## config.mk

```make
export PLATFORM = sky130hd
export DESIGN_NAME = input_spi_rx
export DESIGN_NICKNAME = d
export VERILOG_FILES = /design/src/rtl/spi_pkg.sv /design/src/rtl/spi_symbol_decoder.sv /design/src/rtl/input_spi_rx.sv
export SDC_FILE = /design/constraint.sdc
export NUM_CORES = 1
export LEC_CHECK = 0
export BUFFER_PORTS_ARGS = -buffer_cell sky130_fd_sc_hd__buf_2
export CORE_ASPECT_RATIO = 1.2
export CORE_UTILIZATION = 45
export CTS_CLUSTER_DIAMETER = 150
export DETAILED_ROUTE_END_ITERATION = 8
export PLACE_DENSITY_LB_ADDON = 0.12
export SLEW_MARGIN = 5
export SYNTH_ARGS = -nofsm -noshare
export SYNTH_HDL_FRONTEND = slang
export SYNTH_HIERARCHICAL = 1
export SYNTH_SLANG_ARGS = --single-unit
```

## constraint.sdc

```tcl
create_clock -name clk -period 2.8 [get_ports clk]
set_input_delay 0.42 -clock clk [delete_from_list [all_inputs] [get_ports clk]]
set_output_delay 0.42 -clock clk [all_outputs]
set_load 0.02 [all_outputs]
```

## src/rtl/spi_pkg.sv

```systemverilog
// Symbol-level definitions for the pulse-width byte link, shared by the serializer
// and the receiver so both ends agree on phase encoding.
package spi_pkg;

  localparam int   SYM_LEN   = 3;     // clock phases per symbol
  localparam logic SYM_START = 1'b1;  // level every symbol opens with
  localparam logic SYM_STOP  = 1'b0;  // level every symbol closes with

  typedef enum logic [2:0] {
    IDLE,
    PH0,
    PH1,
    PH2,
    FLUSH
  } rx_state_t;

  function automatic int frame_cycles(input int data_w);
    return SYM_LEN * data_w;
  endfunction

endpackage

```

## src/rtl/spi_symbol_decoder.sv

```systemverilog
// Phase tracker for the 3-cycle pulse-width symbols: reports one decoded bit per
// good symbol, malformed symbols (sym_err) and mid-frame enable drops (sym_abort).
module spi_symbol_decoder
  import spi_pkg::*;
(
  input  logic clk,
  input  logic rst,
  input  logic in,
  input  logic en_in,
  input  logic last_bit,
  output logic bit_valid,
  output logic bit_val,
  output logic sym_err,
  output logic sym_abort,
  output logic busy
);

  rx_state_t state, state_nxt;
  logic      bit_q;

  // NOTE: sequential state uses non-blocking assignments so every register
  // samples pre-edge values regardless of block ordering.
  always_ff @(posedge clk or negedge rst) begin
    if (!rst) begin
      state <= IDLE;
      bit_q <= 1'b0;
    end else begin
      state <= state_nxt;
      if (state == PH1) bit_q <= ~in;  // short middle phase encodes a 1
    end
  end

  // NOTE: every output gets a default before the case so no path leaves a
  // signal unassigned, which would otherwise infer a latch.
  always_comb begin
    state_nxt = state;
    bit_valid = 1'b0;
    sym_err   = 1'b0;
    sym_abort = 1'b0;
    unique case (state)
      IDLE: begin
        if (en_in && (in == SYM_START)) state_nxt = PH1;
      end
      PH0: begin
        if (!en_in) begin
          sym_abort = 1'b1;
          state_nxt = IDLE;
        end else if (in != SYM_START) begin
          sym_err   = 1'b1;
          state_nxt = FLUSH;
        end else begin
          state_nxt = PH1;
        end
      end
      PH1: begin
        if (!en_in) begin
          sym_abort = 1'b1;
          state_nxt = IDLE;
        end else begin
          state_nxt = PH2;
        end
      end
      PH2: begin
        // An enable drop is treated as an abort in every phase, so the
        // receiver is idle the cycle after the transmitter lets go.
        if (!en_in) begin
          sym_abort = 1'b1;
          state_nxt = IDLE;
        end else if (in != SYM_STOP) begin
          sym_err   = 1'b1;
          state_nxt = FLUSH;
        end else begin
          bit_valid = 1'b1;
          state_nxt = last_bit ? IDLE : PH0;
        end
      end
      FLUSH: begin
        if (!en_in) state_nxt = IDLE;
      end
      default: state_nxt = IDLE;
    endcase
  end

  assign bit_val = bit_q;
  assign busy    = (state != IDLE);

endmodule

```

## src/rtl/input_spi_rx.sv

```systemverilog
// Receive side of the byte link: assembles decoded bits LSB first into words and
// hands them to the consumer over a valid/ready register with overrun detection.
module input_spi_rx
  import spi_pkg::*;
#(
  parameter int DATA_W = 8
) (
  input  logic              clk,
  input  logic              rst,
  input  logic              in,
  input  logic              en_in,
  output logic [DATA_W-1:0] out,
  output logic              out_valid,
  input  logic              out_ready,
  output logic              busy,
  output logic              frame_err,
  output logic              overrun
);

  localparam int CNT_W = (DATA_W > 1) ? $clog2(DATA_W) : 1;

  logic [CNT_W-1:0]  cnt;
  logic [DATA_W-1:0] sr;
  logic [DATA_W-1:0] word_nxt;
  logic              last_bit;
  logic              bit_valid;
  logic              bit_val;
  logic              sym_err;
  logic              sym_abort;
  logic              word_done;

  spi_symbol_decoder u_dec (
    .clk       (clk),
    .rst       (rst),
    .in        (in),
    .en_in     (en_in),
    .last_bit  (last_bit),
    .bit_valid (bit_valid),
    .bit_val   (bit_val),
    .sym_err   (sym_err),
    .sym_abort (sym_abort),
    .busy      (busy)
  );

  assign last_bit  = (cnt == CNT_W'(DATA_W - 1));
  assign word_nxt  = {bit_val, sr[DATA_W-1:1]};
  assign word_done = bit_valid && last_bit;

  // Bit counter and shift register; a bad or aborted frame discards its bits.
  always_ff @(posedge clk or negedge rst) begin
    if (!rst) begin
      cnt <= '0;
      sr  <= '0;
    end else if (sym_err || sym_abort) begin
      cnt <= '0;
      sr  <= '0;
    end else if (bit_valid) begin
      sr  <= word_nxt;
      cnt <= last_bit ? '0 : cnt + 1'b1;
    end
  end

  // Output register: a completed word replaces the held one only if the
  // consumer takes the old word in the same cycle; otherwise it is dropped.
  always_ff @(posedge clk or negedge rst) begin
    if (!rst) begin
      out       <= '0;
      out_valid <= 1'b0;
      overrun   <= 1'b0;
      frame_err <= 1'b0;
    end else begin
      frame_err <= sym_err || sym_abort;
      overrun   <= 1'b0;
      if (word_done) begin
        if (!out_valid || out_ready) begin
          out       <= word_nxt;
          out_valid <= 1'b1;
        end else begin
          overrun <= 1'b1;
        end
      end else if (out_valid && out_ready) begin
        out_valid <= 1'b0;
      end
    end
  end

endmodule
```

* After elaboration in Yosys (flattened, before gate mapping)
Cells that the tools add are included.
** Cells by class
- Reduce and logical (&&, ||, !) cells :: 14
- Add/subtract/negate cells :: 1
- Bitwise logic cells :: 1
- Equal/unequal tests :: 8
- Muxes and demuxes :: 27
** Operators by type and width (number)
- 2-to-1 mux 3 bit :: 9
- 2-to-1 mux 8 bit :: 2
- case mux 3 bit (5 select lines) :: 1
- 2-to-1 mux 1 bit :: 13
- == test 3 x 2 -> 1 bit, second input constant :: 2
- == test 3 bit, second input constant :: 2
- AND reduction 2 bit :: 3
- != test 2 x 1 -> 1 bit, second input constant :: 2
- nonzero test 2 bit :: 2
- adder 3 x 1 -> 3 bit, second input constant :: 1
- == test 3 x 1 -> 1 bit, second input constant :: 1
- logical AND 1 bit :: 3
- logical NOT 3 bit :: 1
- nonzero test 3 bit :: 1
- OR reduction 3 bit :: 1
- logical OR 1 bit :: 2
- 2-to-1 mux 2 bit :: 1
- != test 2 bit, second input constant :: 1
- case mux 1 bit (2 select lines) :: 1
- logical NOT 1 bit :: 1
- inverter 1 bit :: 1
** Word-level totals
- Register bits :: 26
- Logic and storage cells :: 59
- Input port bits :: 5

* Longest topological paths before layout
Gate-level depths: netlist of run 1.
- Depth in word-level cells :: 6
- Mapped depth :: 7
- Gate-level depth less buffers :: 5

* Modules after synthesis
Netlist of run 1, hierarchy kept.
** By module, submodules not included
- input_spi_rx :: instances 1, seq. area each 525.5 um^2, cells an instance 61, area each 883.3 um^2
- spi_symbol_decoder :: instances 1, seq. area each 100.1 um^2, cells an instance 27, area each 250.2 um^2

* Worst setup path before layout of run 1
No wires, ideal clock.
- Path type :: register to register
- Start :: register u_dec.state[2]
- End :: register out[0]
- Buffers on the path :: 1
- Period minus slack after synthesis :: 1611 ps
- Arrival :: 1486 ps
- Stages on the path, launching flop included :: 7
- Setup slack :: 1189 ps
- Setup time :: 125 ps
- Path through :: dfrtp_1 -> nand2b_1 -> nor3_1 -> nand2_2 -> nor2b_4 -> buf_6 -> mux2_4
** On the way
- Word-level cells in the longest chain between the ends :: 4
** RTL lines
- start, declared :: line spi_symbol_decoder.sv:18 : rx_state_t state, state_nxt;
- start signal, assigned :: line spi_symbol_decoder.sv:28 : state <= state_nxt;
- == test 3 x 2 -> 1 bit :: line spi_symbol_decoder.sv:40 : unique case (state)
- 2-to-1 mux 1 bit :: line spi_symbol_decoder.sv:40
- via bit_valid :: line input_spi_rx.sv:26 : logic bit_valid;
- logical AND 1 bit :: line input_spi_rx.sv:47 : assign word_done = bit_valid && last_bit;
- AND reduction 2 bit (no source line)
- end signal, assigned :: line input_spi_rx.sv:76 : out <= word_nxt;
- end, declared :: line input_spi_rx.sv:12 : output logic [DATA_W-1:0] out,
The timed path passes the listed nets, and every way through them passes these cells.
A chain may end at the register's enable or synchronous reset.

* Worst setup path after layout of run 1
- Start :: register u_dec.state[2]
- End :: register out[7]
The elaborated chain is that of the path after synthesis.

==> results.sh, run 1 <==
export IMPL_status="completed"
export IMPL_cp_start_kind="flop"
export IMPL_drv_slew=0
export IMPL_grt_pass1_wl_um=2900
export IMPL_ctsHoldBuffers=0
export IMPL_relSlewSlack=0.652
export IMPL_cts_repair_resized=0
export IMPL_finalWorstSetupSlack_ns=0.885
export IMPL_cts_inserted_buffers=3
export IMPL_synth_simple_gate_area_share=0.163
export IMPL_diodes=0
export IMPL_insertion_delay_ns=0.30
export IMPL_critPathRequiredTime_ns=2.99
export IMPL_synthDistinctLibCells=26
export IMPL_tightest_slew_ns=0.521
export IMPL_clk_path_buf_depth=2
export IMPL_hold_class="in -> async"
export IMPL_period_needed_ns=1.92
export IMPL_start_util=0.487
export IMPL_cp_cell_sequence="nand2b_1 -> nor3_2 -> buf_4 -> nand2_2 -> nor2b_4 -> mux2_4"
export IMPL_die_area_um2=2720
export IMPL_finalNonFillerCells=135
export IMPL_drt_iter0_drc=9
export IMPL_cts_tree="yes"
export IMPL_n_fill_cell=210
export IMPL_dpl_cell_area_um2=1230
export IMPL_synth_fa_ha_area_frac=0.0221
export IMPL_rsz0062_at_grt="no"
export IMPL_syn_inst=88
export IMPL_skew_ns=0.00970
export IMPL_power_density_nw_per_um2=467
export IMPL_io_buffers=16
export IMPL_ys_seq_elements=25
export IMPL_cp_arrival_ns=2.11
export IMPL_clock_root_buffer="clkbuf_4"
export IMPL_fmax_mhz=522
export IMPL_grt_max_degree=26
export IMPL_place_gp_congestion=0.657
export IMPL_crit_type="reg -> reg"
export IMPL_synth_xor_area_frac=0.00773
export IMPL_nets=112
export IMPL_ioPinCount=17
export IMPL_die_w_um=47.8
export IMPL_hold_viol_final=0
export IMPL_pre_cts_ws_ns=0.906
export IMPL_cp_slowest_stage_delay_ns=0.46
export IMPL_first_pass_iters=2
export IMPL_synth_yosys_seq_area_share=0.552
export IMPL_ant_nets=0
export IMPL_end_kind="flop"
export IMPL_die_y_um=57.0
export IMPL_via_per_inst=4.83
export IMPL_synth_compound_area_frac=0.0166
export IMPL_wl_per_cell_um=12.6
export IMPL_grt_pass1_vias=645
export IMPL_core_area_um2=2330
export IMPL_synth_top_family_by_area="multiplexers"
export IMPL_grt_ovfl_total=0
export IMPL_routed_wl_um=1700
export IMPL_cts_sinks=25
export IMPL_setup_viol=0
export IMPL_drv_cap=0
export IMPL_muxShareOfSynthArea=0.203
export IMPL_drive_above_1_share=0.317
export IMPL_regArea_um2=626
export IMPL_total_leakage_power_nw=0.651
export IMPL_post_route_drc_count=0
export IMPL_via_count=652
export IMPL_multi_input_area_um2=473
export IMPL_finalCritPeriodShare=0.684
export IMPL_place_hpwl_um=1200
export IMPL_fin_area_um2=1250
export IMPL_syn_mean_instance_area_um2=12.9
export IMPL_critPathMaxFanout=11
export IMPL_clk_pin_slew_ns=0.13
export IMPL_syn_nets=95
export IMPL_crit_slowest_cell="dfrtp_1"
export IMPL_gr_usage_all_layers=0.146
export IMPL_antenna_found_initial=0
export IMPL_syn_area_um2=1130
export IMPL_peakVddDrop_mv=0.271
export IMPL_final_setup_tns_ns=0
export IMPL_yosysWarnings=6
export IMPL_htree_levels=1
export IMPL_syn2layout_area_growth_pct=10.7
export IMPL_rows=19
export IMPL_postCtsSetupRepairBufs=0
export IMPL_dp_cells=131
worst max-delay path, delay by kind of cell, from the launching register on:
| family | cells | cell delay (ns) |
|---|---|---|
| mux | 1 | 0.33 |
| simple gates | 4 | 0.78 |
| flops | 1 | 0.46 |
| buf+inv | 1 | 0.24 |
per-stage QoR:
stage                     hold WS [ns]  total power [mW]   util
final                           0.0666             0.586  0.539
after floorplan                  0.124             0.422      -
after CTS                       0.0903             0.593  0.539
after detailed placement         0.437             0.442  0.527
after global placement           0.434             0.440  0.527
after global routing             0.101             0.616  0.539
cells in the final DEF (no fill, tap or decap):
| master | instances |
|---|---|
| a21oi_1 | 1 |
| and2b_1 | 1 |
| and3_1 | 2 |
| and4b_1 | 1 |
| buf_2 | 16 |
| buf_4 | 1 |
| clkbuf_1 | 1 |
| clkbuf_4 | 3 |
| dfrtp_1 | 25 |
| ha_1 | 2 |
| inv_1 | 1 |
| mux2_4 | 8 |
| mux2i_1 | 11 |
| nand2_1 | 2 |
| nand2_2 | 1 |
| nand2b_1 | 3 |
| nand2b_4 | 1 |
| nor2_1 | 13 |
| nor2b_4 | 1 |
| nor3_1 | 1 |
| nor3_2 | 1 |
| nor3b_1 | 2 |
| nor4b_1 | 1 |
| o21ai_0 | 1 |
| o31a_1 | 1 |
| or2_2 | 1 |
| or3_1 | 1 |
| xnor2_1 | 1 |
worst paths after layout:
kind | start | endpoint | slack [ns] | depth (start not counted)
min | rst | overrun | 0.07 | 1
min in group clk | out_ready | overrun | 0.36 | 3
max in group asynchronous | rst | sr[7] | 2.38 | 1
max reg2reg | u_dec/state[2] | out[7] | 0.88 | 6
min reg2reg | out[2] | out[2] | 0.53 | 1
max | u_dec/state[2] | out[7] | 0.88 | 6
cell usage after synthesis:
cell type / instances / area [µm²]
ha_1: 2 / 25.0
o21ai_0: 1 / 5.00
and2b_1: 1 / 7.51
and4b_1: 1 / 10.0
nor4b_1: 1 / 8.76
inv_1: 1 / 3.75
buf_6: 1 / 11.3
mux2_4: 8 / 120
nand2_1: 2 / 7.51
nor2b_4: 1 / 13.8
and3_1: 2 / 12.5
buf_4: 2 / 15.0
nand2b_4: 1 / 13.8
or2_2: 1 / 6.26
or3_1: 1 / 6.26
o31a_1: 1 / 8.76
nand2_2: 1 / 6.26
buf_2: 2 / 10.0
nor3b_1: 2 / 15.0
a21oi_1: 1 / 5.00
nor3_1: 2 / 10.0
nor2_1: 13 / 48.8
nand2b_1: 3 / 18.8
xnor2_1: 1 / 8.76
dfrtp_1: 25 / 626
mux2i_1: 11 / 110
where the power goes:
group | switching, mW | leakage (nW) | internal (mW)
logic | 0.0294 | 0.292 | 0.0203
registers | 0.0127 | 0.344 | 0.371
clock network | 0.0967 | 0.0150 | 0.0554
area by class of cell:
| cell class | count | area share |
|---|---|---|
| multi-input combinational | 57 | 0.377 |
| inverter | 1 | 0.00299 |
| sequential | 25 | 0.499 |
| tap | 31 | 0.0309 |
| timing repair buffer | 17 | 0.0698 |
| clock buffer | 4 | 0.0209 |
sequential cells by signal, indices dropped and copies added, names as in the netlist:
signal	flops
sr	7
overrun	1
u_dec/state	3
out	8
u_dec/bit_val	1
cnt	3
frame_err	1
out_valid	1
cells by family (layout without fill, tap and decap cells):
kind of cell / after synthesis / after routing
and+or+nand+nor: 32 / 32
DFF: 25 / 25
muxes: 19 / 19
buffers and inverters: 6 / 22
AOI/OAI and AO/OA: 3 / 3
adders and majority gates: 2 / 2
xor gates and xnor gates: 1 / 1
layer usage:
metal | vias to the layer above | part of all wire | GRT usage
met1 | 309 | 0.51 | 0.223
met4 | 0 | 0.0035 | 0.0357
li1 | 329 | - | -
met2 | 12 | 0.46 | 0.212
met3 | 2 | 0.025 | 0.0285
met5 | - | 0 | 0
(Power assumes the default switching activity.)
==> run 2: changes to the inputs <==
clock period = 1.9 ns   (was 2.8 ns; I/O delays follow)
==> run 2 against run 1 <==
Setup slack worse by 0.67 ns. Sequential power increased by 46%. First-iteration DRC count is 56% lower. Sequential cell count unchanged. Via count increased by 4.3%. Final cell count is 2.2% higher. Combinational power is 73% higher. Final area grew 2.0%. Non-clock buffer count is 3 higher. Register-to-register slack lost 0.64 ns.
==> results.sh, run 2 (synthesis gave the netlist of run 1 again) <==
export IMPL_cp_arrival_ns=1.40
export IMPL_top_regs="out: 8 flops, sr: 7 flops"
export IMPL_internal_power_uw=664
export IMPL_nets=115
export IMPL_drv_cap=0
export IMPL_pre_cts_ws_ns=0.247
export IMPL_die_area_um2=2720
export IMPL_setup_viol=0
export IMPL_place_gp_congestion=0.695
export IMPL_dp_cells=133
export IMPL_status="completed"
export IMPL_routed_wl_um=1800
export IMPL_core_area_um2=2330
export IMPL_antenna_found_initial=0
export IMPL_clk_pin_slew_ns=0.13
export IMPL_post_route_drc_count=0
export IMPL_drv_slew=0
export IMPL_grt_pass1_vias=691
export IMPL_p_total_uw=880
export IMPL_die_w_um=47.8
export IMPL_max_flop_register="out"
export IMPL_peakVddDrop_mv=0.371
export IMPL_end_kind="primary output"
export IMPL_via_per_inst=4.93
export IMPL_htree_levels=1
export IMPL_first_pass_iters=4
export IMPL_hold_viol_final=0
export IMPL_p_sw_uw=216
export IMPL_cts_repair_resized=0
export IMPL_power_frac_comb=0.097
export IMPL_drt_iter0_drc=4
export IMPL_insertion_delay_ns=0.31
export IMPL_via_count=680
export IMPL_cts_inserted_buffers=3
export IMPL_diodes=0
export IMPL_dpl_cell_area_um2=1240
export IMPL_worstHoldStart="en_in"
export IMPL_skew_ns=0.00222
export IMPL_fmax_mhz=592
export IMPL_wl_per_cell_um=13.0
export IMPL_fin_area_um2=1280
export IMPL_critPathRequiredTime_ns=1.62
export IMPL_crit_start="u_dec/state[1]"
export IMPL_rows=19
export IMPL_finalWorstSetupSlack_ns=0.212
export IMPL_final_cell_mix="dfrtp_1, buf_2, nor2_1, mux2i_1, mux2_4"
export IMPL_largest_register_ffs=8
export IMPL_crit_slowest_cell="dfrtp_1"
export IMPL_period_needed_ns=1.69
export IMPL_power_share_clock=0.267
export IMPL_start_util=0.487
export IMPL_total_leakage_power_nw=0.666
export IMPL_die_y_um=57.0
export IMPL_reg2reg_from="u_dec/state[0]"
export IMPL_clk_path_buf_depth=2
export IMPL_grt_ovfl_total=0
export IMPL_regArea_um2=626
export IMPL_grt_max_degree=26
export IMPL_ant_nets=0
export IMPL_crit_type="reg -> out"
export IMPL_relSlewSlack=0.640
export IMPL_io_buffers=16
export IMPL_cts_sinks=25
export IMPL_final_setup_tns_ns=0
export IMPL_cp_cell_sequence="buf_4 -> or3_1 -> buf_2"
export IMPL_hold_class="in -> reg"
export IMPL_multi_input_area_um2=473
export IMPL_tightest_slew_ns=0.540
export IMPL_ioPinCount=17
export IMPL_cp_start_kind="flop"
export IMPL_critPathMaxFanout=10
export IMPL_grt_pass1_wl_um=3170
export IMPL_syn2layout_area_growth_pct=12.9
export IMPL_finalNonFillerCells=138
export IMPL_cp_slowest_stage_delay_ns=0.41
export IMPL_final_common_cell="dfrtp_1"
export IMPL_drive_above_1_share=0.327
export IMPL_n_fill_cell=212
export IMPL_finalCritPeriodShare=0.889
export IMPL_cts_tree="yes"
export IMPL_switching_share=0.245
export IMPL_power_density_nw_per_um2=687
export IMPL_gr_usage_all_layers=0.164
export IMPL_clock_root_buffer="clkbuf_4"
export IMPL_rsz0062_at_grt="no"
export IMPL_power_frac_seq=0.636
run 2: cell types whose count changed in the layout (fill, tap and decap cells not counted), sizes merged:
cell and delta:
dlygate4sd3 +1, buf +2
run 2: layer usage:
| metal | share of wire | GRT usage | up-vias |
|---|---|---|---|
| met1 | 0.50 | 0.226 | 323 |
| met3 | 0.029 | 0.0285 | 4 |
| li1 | - | - | 337 |
| met5 | 0 | 0 | - |
| met4 | 0.018 | 0.0595 | 0 |
| met2 | 0.45 | 0.253 | 16 |
run 2: power by group through the flow:
stage	Clock (mW)	Combinational, mW	Sequential [mW]
after floorplan	0	0.0545	0.568
after global placement	0	0.0847	0.569
after detailed placement	0	0.0862	0.569
after CTS	0.240	0.0884	0.559
after global routing	0.263	0.0971	0.561
final	0.235	0.0858	0.559
run 2: area by class of cell:
cell class | count | share of cell area
flip-flops and latches | 25 | 0.489
multi-input cells | 57 | 0.370
repair buffers | 20 | 0.0880
well taps | 31 | 0.0303
clock buffers | 4 | 0.0205
inverters | 1 | 0.00293
run 2: path summary, 6_finish.rpt:
kind | to | slack, ns | cells past startpoint
min in group asynchronous | overrun | 0.47 | 2
worst min register to register | out[7] | 0.53 | 1
worst max-delay path | busy | 0.21 | 3
worst min-delay path | u_dec/state[2] | 0.22 | 2
max in group asynchronous | u_dec/state[1] | 1.07 | 2
worst max register to register | out[6] | 0.24 | 5
run 2: stage by stage:
stage | utilization | hold slack, ns
floorplan | - | -0.0106
global placement | 0.534 | 0.297
detailed placement | 0.534 | 0.298
CTS | 0.549 | 0.216
global route | 0.549 | 0.198
finish | 0.549 | 0.217
run 2: timing repair:
action	in CTS	in global routing
hold buffers	1	0
hold endpoints to repair	25	0
setup buffers	0	0
run 2: critical path: cells and delay by family (launching register included):
kind | cells | cell delay, ns
buf+inv | 2 | 0.33
simple gates | 1 | 0.36
flops | 1 | 0.41
==> run 3: changes to the inputs <==
PLACE_DENSITY = 0.65   (was default)
PLACE_DENSITY_LB_ADDON = default   (was 0.12)
==> run 3 against run 2 <==
Largest power group unchanged. Final area shrank 0.59%. Sequential share of layout area is 0.29 points higher. Hold slack got worse by 0.0019 ns. Clock skew up 0.0052 ns.
==> results.sh, run 3 (synthesis gave the netlist of run 1 again) <==
export IMPL_status="completed"
export IMPL_critPathMaxFanout=8
export IMPL_dp_cells=132
export IMPL_ant_nets=0
export IMPL_finalCritPeriodShare=0.908
export IMPL_clk_path_buf_depth=2
export IMPL_cts_inserted_buffers=3
export IMPL_wl_met3_um=41
export IMPL_via_count=673
export IMPL_setup_viol=0
export IMPL_insertion_delay_ns=0.30
export IMPL_relSlewSlack=0.636
export IMPL_drv_slew=0
export IMPL_cts_repair_resized=0
export IMPL_cts_tree="yes"
export IMPL_io_buffers=16
export IMPL_place_hpwl_um=1160
export IMPL_diodes=0
export IMPL_cp_start_kind="flop"
export IMPL_nets=114
export IMPL_htree_levels=1
export IMPL_place_gp_congestion=0.672
export IMPL_grt_ovfl_total=0
export IMPL_grt_max_degree=26
export IMPL_wl_per_cell_um=12.1
export IMPL_dpl_cell_area_um2=1240
export IMPL_crit_type="reg -> reg"
export IMPL_total_leakage_power_nw=0.661
export IMPL_fmax_mhz=580
export IMPL_final_setup_tns_ns=0
export IMPL_first_pass_iters=4
export IMPL_dr_max_layer_used="met4"
export IMPL_power_density_nw_per_um2=681
export IMPL_skew_ns=0.00739
export IMPL_grt_pass1_wl_um=2730
export IMPL_core_area_um2=2330
export IMPL_p_total_uw=866
export IMPL_die_area_um2=2720
export IMPL_top_regs="out: 8 flops, sr: 7 flops"
export IMPL_final_cell_mix="dfrtp_1, buf_2, nor2_1, mux2i_1, mux2_4"
export IMPL_cts_sinks=25
export IMPL_clk_pin_slew_ns=0.13
export IMPL_grt_pass1_vias=640
export IMPL_syn2layout_area_growth_pct=12.3
export IMPL_start_util=0.487
export IMPL_rsz0062_at_grt="no"
export IMPL_cp_cell_sequence="nand2b_1 -> nor3_2 -> nand2_2 -> nor2b_4 -> mux2_4"
export IMPL_routed_wl_met2_um=821
export IMPL_gr_usage_all_layers=0.140
export IMPL_rr_worst_depth=5
export IMPL_drv_cap=0
export IMPL_cp_slowest_stage_delay_ns=0.46
export IMPL_tightest_slew_ns=0.545
export IMPL_ioPinCount=17
export IMPL_postCtsSetupRepairBufs=0
export IMPL_fin_util=0.546
export IMPL_drive_above_1_share=0.321
export IMPL_post_route_drc_count=0
export IMPL_hold_class="in -> reg"
export IMPL_period_needed_ns=1.73
export IMPL_max_flop_register="out"
export IMPL_n_fill_cell=216
export IMPL_min_path_cells=2
export IMPL_rows=19
export IMPL_met1_length_um=778
export IMPL_end_kind="flop"
export IMPL_final_common_cell="dfrtp_1"
export IMPL_crit_slowest_cell="dfrtp_1"
export IMPL_via_per_inst=4.91
export IMPL_critPathRequiredTime_ns=2.10
export IMPL_antenna_found_initial=0
export IMPL_fin_area_um2=1270
export IMPL_hold_viol_final=0
export IMPL_ctsHoldBuffers=1
export IMPL_routed_wl_um=1660
export IMPL_finalNonFillerCells=137
export IMPL_die_w_um=47.8
export IMPL_die_y_um=57.0
export IMPL_cp_arrival_ns=1.92
export IMPL_clock_root_buffer="clkbuf_4"
export IMPL_peakVddDrop_mv=0.352
export IMPL_largest_register_ffs=8
export IMPL_drt_iter0_drc=1
-- run 3: changes by cell type in the layout (fill, tap and decap cells not counted), sizes merged --
cell / delta
buf: -1
-- run 3: layout make-up --
cell class,count,area [µm²],area share
multi-input combinational,57,473,0.372
inverter,1,3.75,0.00295
sequential,25,626,0.492
clock buffer,4,26.3,0.0206
timing repair buffer,19,105,0.0826
tap,31,38.8,0.0305
-- run 3: worst max-delay path: cells and delay by family, from the launching register on --
| family | cells | cell delay [ns] |
|---|---|---|
| AND/OR/NAND/NOR | 4 | 0.82 |
| flip-flops | 1 | 0.46 |
| multiplexers | 1 | 0.33 |
-- run 3: per-layer routing --
metal,GRT usage,up-vias
li1,-,332
met1,0.193,328
met2,0.203,11
met3,0.0285,2
met4,0.0714,0
met5,0,-
-- run 3: where the power goes --
group          total, mW  internal, mW  switching, mW
clock              0.222        0.0818          0.140
combinational     0.0829        0.0340         0.0489
sequential         0.561         0.547         0.0142
total              0.866         0.663          0.204
-- run 3: path summary, 6_finish.rpt --
path	startpoint	to	slack, ns
worst max-delay path	u_dec/state[2]	out[1]	0.17
worst min-delay path	en_in	u_dec/state[2]	0.22
max in group asynchronous	rst	sr[4]	1.05
worst min register to register	out[3]	out[3]	0.52
worst max register to register	u_dec/state[2]	out[1]	0.17
min in group asynchronous	rst	out[4]	0.49
-- run 3: through the flow --
| step | setup slack (ns) | hold WS [ns] |
|---|---|---|
| 2_1_floorplan | 0.289 | -0.0106 |
| 3_3_place_gp | 0.239 | 0.299 |
| 3_5_place_dp | 0.186 | 0.305 |
| 4_1_cts | 0.162 | 0.201 |
| 5_1_grt | 0.0681 | 0.199 |
| 6_report | 0.175 | 0.215 |
